--- src/rtl/seg7_pkg.sv ---
// Shared constants for the seven-segment scan decoder and its companion
// binary-to-segment encoder.
//   SEG_0..SEG_9 : active-high {a,b,c,d,e,f,g} codes, a in bit 6, g in bit 0
//   state_e      : scan decoder FSM states
//   is_onehot4   : true when exactly one bit of a 4-bit vector is set
package seg7_pkg;

  localparam logic [6:0] SEG_0 = 7'h7E;
  localparam logic [6:0] SEG_1 = 7'h30;
  localparam logic [6:0] SEG_2 = 7'h6D;
  localparam logic [6:0] SEG_3 = 7'h79;
  localparam logic [6:0] SEG_4 = 7'h33;
  localparam logic [6:0] SEG_5 = 7'h5B;
  localparam logic [6:0] SEG_6 = 7'h5F;
  localparam logic [6:0] SEG_7 = 7'h70;
  localparam logic [6:0] SEG_8 = 7'h7F;
  localparam logic [6:0] SEG_9 = 7'h7B;

  localparam logic [3:0] NIBBLE_INVALID = 4'hF;

  typedef enum logic [1:0] {
    ST_IDLE   = 2'd0,
    ST_SETTLE = 2'd1,
    ST_HOLD   = 2'd2
  } state_e;

  function automatic logic is_onehot4(input logic [3:0] v);
    return (v != 4'b0000) && ((v & (v - 4'd1)) == 4'b0000);
  endfunction

endpackage

--- src/rtl/seg7_pattern_decode.sv ---
// Combinational segment-pattern to BCD decoder.
//   seg_i     : segment pattern {a,b,c,d,e,f,g}
//   nibble_o  : decoded digit 0..9, or 4'hF for an unknown pattern
//   invalid_o : high when the pattern is not one of the ten digit codes
module seg7_pattern_decode
  import seg7_pkg::*;
(
  input  logic [6:0] seg_i,
  output logic [3:0] nibble_o,
  output logic       invalid_o
);

  always_comb begin
    nibble_o  = NIBBLE_INVALID;
    invalid_o = 1'b0;
    case (seg_i)
      SEG_0:   nibble_o = 4'd0;
      SEG_1:   nibble_o = 4'd1;
      SEG_2:   nibble_o = 4'd2;
      SEG_3:   nibble_o = 4'd3;
      SEG_4:   nibble_o = 4'd4;
      SEG_5:   nibble_o = 4'd5;
      SEG_6:   nibble_o = 4'd6;
      SEG_7:   nibble_o = 4'd7;
      SEG_8:   nibble_o = 4'd8;
      SEG_9:   nibble_o = 4'd9;
      default: invalid_o = 1'b1;
    endcase
  end

endmodule

--- src/rtl/seg7_scan_decoder.sv ---
// Recovers the four digits of a multiplexed seven-segment display by
// watching its segment and anode lines.
//   clk         : rising-edge clock
//   rst_n       : asynchronous active-low reset
//   seg         : segment lines {a,b,c,d,e,f,g}, a = bit 6
//   an          : active-high digit select, one-hot while a digit is shown
//   bcd_out     : last complete frame, digit i in bits [4i+3:4i]
//   err_out     : per-digit flag, set where the pattern was unrecognised
//   frame_valid : one-cycle pulse when bcd_out/err_out update
//
// state  | meaning
// IDLE   | no digit selected (an not one-hot), waiting
// SETTLE | one digit selected, counting identical samples
// HOLD   | digit captured, ignoring it until {an,seg} changes
module seg7_scan_decoder
  import seg7_pkg::*;
#(
  parameter int unsigned STABLE_CYCLES = 4
) (
  input  logic        clk,
  input  logic        rst_n,
  input  logic [6:0]  seg,
  input  logic [3:0]  an,
  output logic [15:0] bcd_out,
  output logic [3:0]  err_out,
  output logic        frame_valid
);

  localparam logic [7:0] STABLE_CNT = 8'(STABLE_CYCLES);

  logic [6:0]  seg_q, seg_prev_q;
  logic [3:0]  an_q, an_prev_q;
  state_e      state_q, state_d;
  logic [7:0]  cnt_q, cnt_d, cnt_inc;
  logic [3:0]  captured_q, captured_d;
  logic [15:0] shadow_bcd_q, shadow_bcd_d;
  logic [3:0]  shadow_err_q, shadow_err_d;
  logic [15:0] bcd_q, bcd_d;
  logic [3:0]  err_q, err_d;
  logic        fv_q, fv_d;

  logic [3:0]  dec_nibble;
  logic        dec_invalid;
  logic        sample_changed;
  logic        capture;
  logic        frame_fire;

  seg7_pattern_decode u_decode (
    .seg_i     (seg_q),
    .nibble_o  (dec_nibble),
    .invalid_o (dec_invalid)
  );

  assign sample_changed = {an_q, seg_q} != {an_prev_q, seg_prev_q};
  assign cnt_inc        = (cnt_q == 8'hFF) ? 8'hFF : cnt_q + 8'd1;

  always_comb begin
    state_d = state_q;
    cnt_d   = cnt_q;
    capture = 1'b0;
    case (state_q)
      ST_IDLE: begin
        if (is_onehot4(an_q)) begin
          state_d = ST_SETTLE;
          cnt_d   = 8'd1;
        end
      end
      ST_SETTLE, ST_HOLD: begin
        if (sample_changed) begin
          if (is_onehot4(an_q)) begin
            state_d = ST_SETTLE;
            cnt_d   = 8'd1;
          end else begin
            state_d = ST_IDLE;
            cnt_d   = 8'd0;
          end
        end else if (state_q == ST_SETTLE) begin
          cnt_d = cnt_inc;
          // Capture as soon as the count reaches the threshold so the
          // shadow slot is written in the same cycle the FSM enters HOLD.
          if (cnt_inc >= STABLE_CNT) begin
            capture = 1'b1;
            state_d = ST_HOLD;
          end
        end
      end
      default: begin
        state_d = ST_IDLE;
        cnt_d   = 8'd0;
      end
    endcase
  end

  always_comb begin
    shadow_bcd_d = shadow_bcd_q;
    shadow_err_d = shadow_err_q;
    for (int i = 0; i < 4; i++) begin
      if (capture && an_q[i]) begin
        shadow_bcd_d[4*i +: 4] = dec_nibble;
        shadow_err_d[i]        = dec_invalid;
      end
    end

    frame_fire = (captured_q == 4'b1111);
    // A capture landing on the clear cycle keeps its captured bit; the
    // frame copy below still takes the pre-capture shadow contents.
    captured_d = (frame_fire ? 4'b0000 : captured_q) | (capture ? an_q : 4'b0000);

    bcd_d = bcd_q;
    err_d = err_q;
    fv_d  = 1'b0;
    if (frame_fire) begin
      bcd_d = shadow_bcd_q;
      err_d = shadow_err_q;
      fv_d  = 1'b1;
    end
  end

  always_ff @(posedge clk or negedge rst_n) begin
    if (!rst_n) begin
      seg_q        <= 7'h00;
      an_q         <= 4'h0;
      seg_prev_q   <= 7'h00;
      an_prev_q    <= 4'h0;
      state_q      <= ST_IDLE;
      cnt_q        <= 8'd0;
      captured_q   <= 4'b0000;
      shadow_bcd_q <= 16'h0000;
      shadow_err_q <= 4'h0;
      bcd_q        <= 16'h0000;
      err_q        <= 4'h0;
      fv_q         <= 1'b0;
    end else begin
      seg_q        <= seg;
      an_q         <= an;
      seg_prev_q   <= seg_q;
      an_prev_q    <= an_q;
      state_q      <= state_d;
      cnt_q        <= cnt_d;
      captured_q   <= captured_d;
      shadow_bcd_q <= shadow_bcd_d;
      shadow_err_q <= shadow_err_d;
      bcd_q        <= bcd_d;
      err_q        <= err_d;
      fv_q         <= fv_d;
    end
  end

  assign bcd_out     = bcd_q;
  assign err_out     = err_q;
  assign frame_valid = fv_q;

endmodule

--- config.mk ---
export PLATFORM = sky130hd
export DESIGN_NAME = seg7_scan_decoder
export DESIGN_NICKNAME = d
export VERILOG_FILES = /design/src/rtl/seg7_pkg.sv /design/src/rtl/seg7_pattern_decode.sv /design/src/rtl/seg7_scan_decoder.sv
export SDC_FILE = /design/constraint.sdc
export NUM_CORES = 1
export LEC_CHECK = 0
export ABC_CLOCK_PERIOD_IN_PS = 2200
export CORE_AREA = 5 5 80 97
export DETAILED_ROUTE_END_ITERATION = 8
export DIE_AREA = 0 0 85 102
export GPL_TIMING_DRIVEN = 0
export MAX_ROUTING_LAYER = met4
export PLACE_DENSITY_LB_ADDON = 0.15
export SYNTH_ARGS = -nofsm -noshare
export SYNTH_HDL_FRONTEND = slang
export SYNTH_HIERARCHICAL = 1
export SYNTH_SLANG_ARGS = --single-unit
--- constraint.sdc ---
create_clock -name clk -period 2.2 [get_ports clk]
set_input_delay 0.33 -clock clk [delete_from_list [all_inputs] [get_ports clk]]
set_output_delay 0.33 -clock clk [all_outputs]
set_load 0.02 [all_outputs]
=== Word-level counts from Yosys, hierarchy flattened ===
Cells that the tools add are included.

* Word-level logic and storage cells: 74
* Output and inout port bits: 21
* Flip-flop bits (word level): 77
* Input bits: 13

* Reduce and logical (&&, ||, !) cells: 12
* $add $sub $neg: 2
* Equality and inequality tests: 18
* Bitwise logic cells: 2
* Muxes and demuxes: 21
* $lt $le $gt $ge: 1

{| class="wikitable"
|+ Operators with widths
! operator !! number
|-
| equality test 7 bit, second input constant || 8
|-
| one-hot mux 4 bit (10 select lines) || 1
|-
| 2-to-1 mux 8 bit || 4
|-
| one-hot mux 8 bit (2 select lines) || 1
|-
| equality test 7 x 6 -> 1 bit, second input constant || 2
|-
| inequality test 11 bit || 1
|-
| OR reduction 10 bit || 1
|-
| adder 8 x 1 -> 8 bit, second input constant || 1
|-
| equality test 8 bit, second input constant || 1
|-
| >= comparator 8 x 3 -> 1 bit, second input constant || 1
|-
| 2-to-1 mux 1 bit || 8
|-
| 2-to-1 mux 2 bit || 4
|-
| 2-to-1 mux 4 bit || 2
|-
| inequality test 3 bit, second input constant || 2
|-
| logical AND 1 bit || 5
|-
| bitwise AND 4 bit || 1
|-
| equality test 4 bit, second input constant || 1
|-
| zero test 4 bit || 1
|-
| OR 4 bit || 1
|-
| one-hot mux 2 bit (2 select lines) || 1
|-
| nonzero test 4 bit || 1
|-
| subtractor 4 x 1 -> 4 bit, second input constant || 1
|-
| AND reduction 3 bit || 1
|-
| equality test 2 x 1 -> 1 bit, second input constant || 1
|-
| 5 further kinds || 5
|}

=== Logic depth before layout (Yosys ltp) ===
* Depth after elaboration: 9
* Gate-level depth with buffers: 8
* Gate-level depth less buffers: 8

=== Hierarchy ===
The synthesis kept the hierarchy.

{| class="wikitable"
|+ By module, submodules not included
! module !! sequential area each (um^2) !! area an instance (um^2) !! cells each !! times used
|-
| seg7_scan_decoder || 1926.8 || 3125.5 || 277 || 1
|-
| seg7_pattern_decode || 0.0 || 191.4 || 30 || 1
|}

=== Worst setup path before layout ===
No wires, ideal clock.

* Path kind: register to register
* Start: reg cnt_q[0]
* End: reg shadow_bcd_q[0]
* Slack: 68 ps
* Setup time: 128 ps
* Data required time: 2072 ps
* Cell stages (with the launch flop): 9
* Arrival: 2005 ps
* Period minus slack after synthesis: 2132 ps
* Buffers on the path: 1
* Path through: dfrtp_1 ha_1 and3_1 buf_2 nor3_1 a31oi_1 a311o_2 nand4_2 mux2_1

* Longest elaborated chain between the ends: 8
* Elaborated cells on any way between the ends: 9
* Those cells by class: add/sub: 1; order compare: 1; eq/ne: 1; mux: 5; reduce/logical: 1

{| class="wikitable"
|+ Ends and longest elaborated chain
! element !! line !! text
|-
| start: declaration || seg7_scan_decoder.sv:34 || <nowiki>logic [7:0] cnt_q, cnt_d, cnt_inc;</nowiki>
|-
| start signal: assignment || seg7_scan_decoder.sv:139 || <nowiki>cnt_q <= cnt_d;</nowiki>
|-
| adder 8 x 1 -> 8 bit or equality test 8 bit (tied branches) || seg7_scan_decoder.sv:55 || <nowiki>assign cnt_inc = (cnt_q == 8'hFF) ? 8'hFF : cnt_q + 8'd1;</nowiki>
|-
| 2-to-1 mux 8 bit (*) || seg7_scan_decoder.sv:55 ||
|-
| >= comparator 8 x 3 -> 1 bit (*) || seg7_scan_decoder.sv:81 || <nowiki>if (cnt_inc >= STABLE_CNT) begin</nowiki>
|-
| 2-to-1 mux 1 bit (*) || seg7_scan_decoder.sv:81 ||
|-
| 2-to-1 mux 1 bit (*) || seg7_scan_decoder.sv:77 || <nowiki>end else if (state_q == ST_SETTLE) begin</nowiki>
|-
| 2-to-1 mux 1 bit (*) || seg7_scan_decoder.sv:69 || <nowiki>if (sample_changed) begin</nowiki>
|-
| 2-to-1 mux 1 bit (*) || seg7_scan_decoder.sv:61 || <nowiki>case (state_q)</nowiki>
|-
| logical AND 1 bit (*) || seg7_scan_decoder.sv:98 || <nowiki>if (capture && an_q[i]) begin</nowiki>
|-
| end signal: assignment || seg7_scan_decoder.sv:141 || <nowiki>shadow_bcd_q <= shadow_bcd_d;</nowiki>
|-
| end: declaration || seg7_scan_decoder.sv:36 || <nowiki>logic [15:0] shadow_bcd_q, shadow_bcd_d;</nowiki>
|}

Every way passes the cells marked *; elsewhere a longest branch is shown, timed or not.
A chain may end at the register's enable or synchronous reset.

=== Worst setup path after layout ===
* Start: reg cnt_q[0]
* End: reg shadow_bcd_q[9]

The elaborated chain is that of the path after synthesis.

==> impl_results.md <==
* Critical path capture point type: register
* WHS at 418 ps
* ANT nets after route at 0
* Pwr Density at 721 nW/um^2
* CTS root buf: clkbuf_8
* Asr flop ratio synth at 1.00
* R2R Setup Slk at 60 ps
* DR WL/cell at between 10 and 15 microns
* Crit-path max FO at 6
* Xor-xnor portion of the synthesized cell area at 0.0370
* Critical-path top delay cell: a311o_2
* Clock skew at 10.3 ps
* Fin cells at 456
* Setup CP Type: register to register
* Tot GR Track Use at 0.164
* #FFs+latches synth at 77
* Largest family of logic cells by synthesized area: simple AND/OR/NAND/NOR gates
* I/O pin cnt at 34
* Clock transition at path regs at 70 ps
* Worst flop-to-flop path endpoint: shadow_bcd_q[9]$_DFFE_PN0P_
* CTS H-Tree Depth at 3
* Dominant cells by area after synthesis: dfrtp_1 58%, nand2_1 9.2%, mux2_1 6.8%, xor2_1 3.4%, ha_1 1.5%
* Net Count, Synth at approximately 320
* Compound-Gate Fraction of Synth Area at 0.0668
* Mapped Area at 3320 sq um
* Sequential power share at 0.485
* Die H at between 100 and 150 microns
* Slew Limit Fails at 0
* Delay-heaviest family, CP: compound AO/OA/AOI/OAI gates
* Total Routed Length at between 6 and 7 mm
* Leak pwr at 2.08 nW
* Worst Path Buf+Inv at 1
* Clock sinks at 77
* P_sw at 0.000745 W
* Crit path to: shadow_bcd_q[9]$_DFFE_PN0P_
* Synth Area in Adders at 0.0151
* Period minus WS final at 2140 ps
* Inst Count DP at 428
* DRC viols at 0
* Crit path depth at 7
* Worst min path class: input pin to register
* Yosys Warn Count at 6
* Setup violations, final at 0
* Final Hold Fails at 0
* Largest net degree at the start of global routing at 48
* Gr ovfl total at 0
* Post-synth EDFFs at 0
* Full die area at 8670 sq um
* Top cell type's share of synthesized area at 0.581
* # diodes at 0
* Later-pin clock latency in the skew report at 350 ps
* Initial DRC count at around 170
* Max cap viols at 0
* Peak VDD IR at 0.000535 V
* Comb pwr share at 0.105
* Port Buffers at 33
* Total CTS buffers at 9
* Synth area leader: dfrtp_1
* Syn Inst Count at 307
* Slew HR at 0.627
* Setup crit start: cnt_q[0]$_DFFE_PN0P_
* Syn_area_per_cell at 10.8 sq um
* Critical Path Max Stage Delay at 490 ps
* CTS tree: yes
* RePlAce Congestion at 0.803
* Starting Density at 0.496
* Hold path cells at 1
* Mux contribution to synthesized area at 0.0709
* Initial antenna violation count at 0
* Status: finished, final reports clean
* Tightest Pin Transition at roughly 560 ps
* Share of cells above drive strength 1 at 0.173
* Area delta synth->final at 28.9%
* Reg2reg path depth at 7
* Crit start category: register
* Power Internal at 0.00234 W
* Clock buffer depth at 2
* Worst hold start: seg[4]
* First-pass GRT wire length at about 11 mm
* Fmax at around 0.47 GHz
* Arrival time worst endpoint at 2370 ps
* Core area at 6690 sq um
* Final period util at 0.971
* Crit-path cells: ha_2 -> buf_4 -> nor3_2 -> a31oi_1 -> a311o_2 -> nand4_4 -> mux2_1
* Synth Area in Simple Gates at 0.206
* Launching point of the worst reg2reg path: cnt_q[0]$_DFFE_PN0P_
* Via count at 2375
* Vias per std cell at 5.21
* Sw frac at 0.242
* Die W at approximately 85 microns
* Clock power share at 0.410
* Most common cell after layout, fill and taps aside: nand2_1
* Post-synth cell types at 42
* Most frequent cells in the layout: 80 x nand2_1, 75 x dfrtp_1, 32 x clkdlybuf4s50_1
* TritonRoute pass-1 iters at 5
* Post-DP HPWL at between 4 and 5 mm
* Worst EP required at 2430 ps
* Fin nets at 381
* Vias in the first global route at about 2300
* # rows at 33
* Post-synthesis sequential area ratio at 0.581
* Post-synth top flop: dfrtp_1
[registers in the layout (all words and copies together) (netlist names), 7 cells and up]
signal        flops
bcd_out          16
shadow_bcd_q     16
cnt_q             8
seg_prev_q        7
seg_q             7
[metrics by stage]
step	cell area (sq um)	worst slack, ps	utilization	power (W)	TNS [ps]
floorplan	3320	67.9	-	0.00168	0
global placement	3760	-1850	0.562	0.00177	-143420
detailed placement	3780	-150	0.565	0.00179	-2590
CTS	4130	-2.99	0.617	0.00309	-7.90
global route	4280	-62.5	0.639	0.00322	-654
finish	4280	62.8	0.639	0.00308	0
[repair_timing]
action / CTS / global route
setup buffers: 7 / 6
hold buffers: 1 / 0
resized for setup: 7 / 26
endpoints found under the setup margin: 20 / 29
pin swaps: 6 / 10
endpoints found under the hold margin: 30 / 0
[area by class of cell]
cell class,instances,area [sq um]
Fill cell,543,2410
Sequential cell,77,1930
Multi-Input combinational cell,212,1440
Timing Repair Buffer,48,487
Clock buffer,11,131
Tap cell,87,109
Clock inverter,5,108
Buffer,7,35.0
Inverter,9,33.8
[how the worst min path moves through the flow]
stage | endpoint | slack, ps
after floorplan | an_prev_q[0]$_DFF_PN0_ | 30
after global placement | bcd_out[9]$_DFFE_PN0P_ | 450
after detailed placement | cnt_q[2]$_DFFE_PN0P_ | 290
after CTS | an_q[1]$_DFF_PN0_ | 400
after global routing | seg_q[5]$_DFF_PN0_ | 400
final | seg_q[4]$_DFF_PN0_ | 420
[cell usage after synthesis, drive strengths merged, types with 4 or more instances]
cell type,count
nor2,13
nand4,8
and3,5
a21oi,9
ha,4
dfrtp,77
nand3,9
o21ai,13
xor2,13
clkbuf,6
nand3b,5
inv,9
mux2,20
nand2,81
nor3,4
a31oi,4
[power by group through the flow]
stage               clock [W]  sequential [W]  combinational, W
CTS                   0.00130         0.00150          0.000294
floorplan                   0         0.00152          0.000163
finish                0.00126         0.00150          0.000323
global placement            0         0.00153          0.000244
detailed placement          0         0.00153          0.000259
global route          0.00136         0.00150          0.000361
[layer usage]
layer,track usage,vias to the layer above,share of wire
met4,0.0706,0,0.016
li1,-,1159,-
met2,0.252,39,0.50
met3,0.0355,9,0.037
met5,-,-,0
met1,0.210,1168,0.45
[cells by family (layout without fill, tap and decap cells)]
| family | after synthesis | after routing |
|---|---|---|
| buffers and inverters | 18 | 80 |
| muxes | 21 | 21 |
| adders and majority gates | 4 | 4 |
| xor gates and xnor gates | 14 | 14 |
| AOI/OAI and AO/OA | 35 | 35 |
| and+or+nand+nor | 138 | 138 |
| DFF | 77 | 77 |
Note: power is estimated with default switching activity, not from simulation.
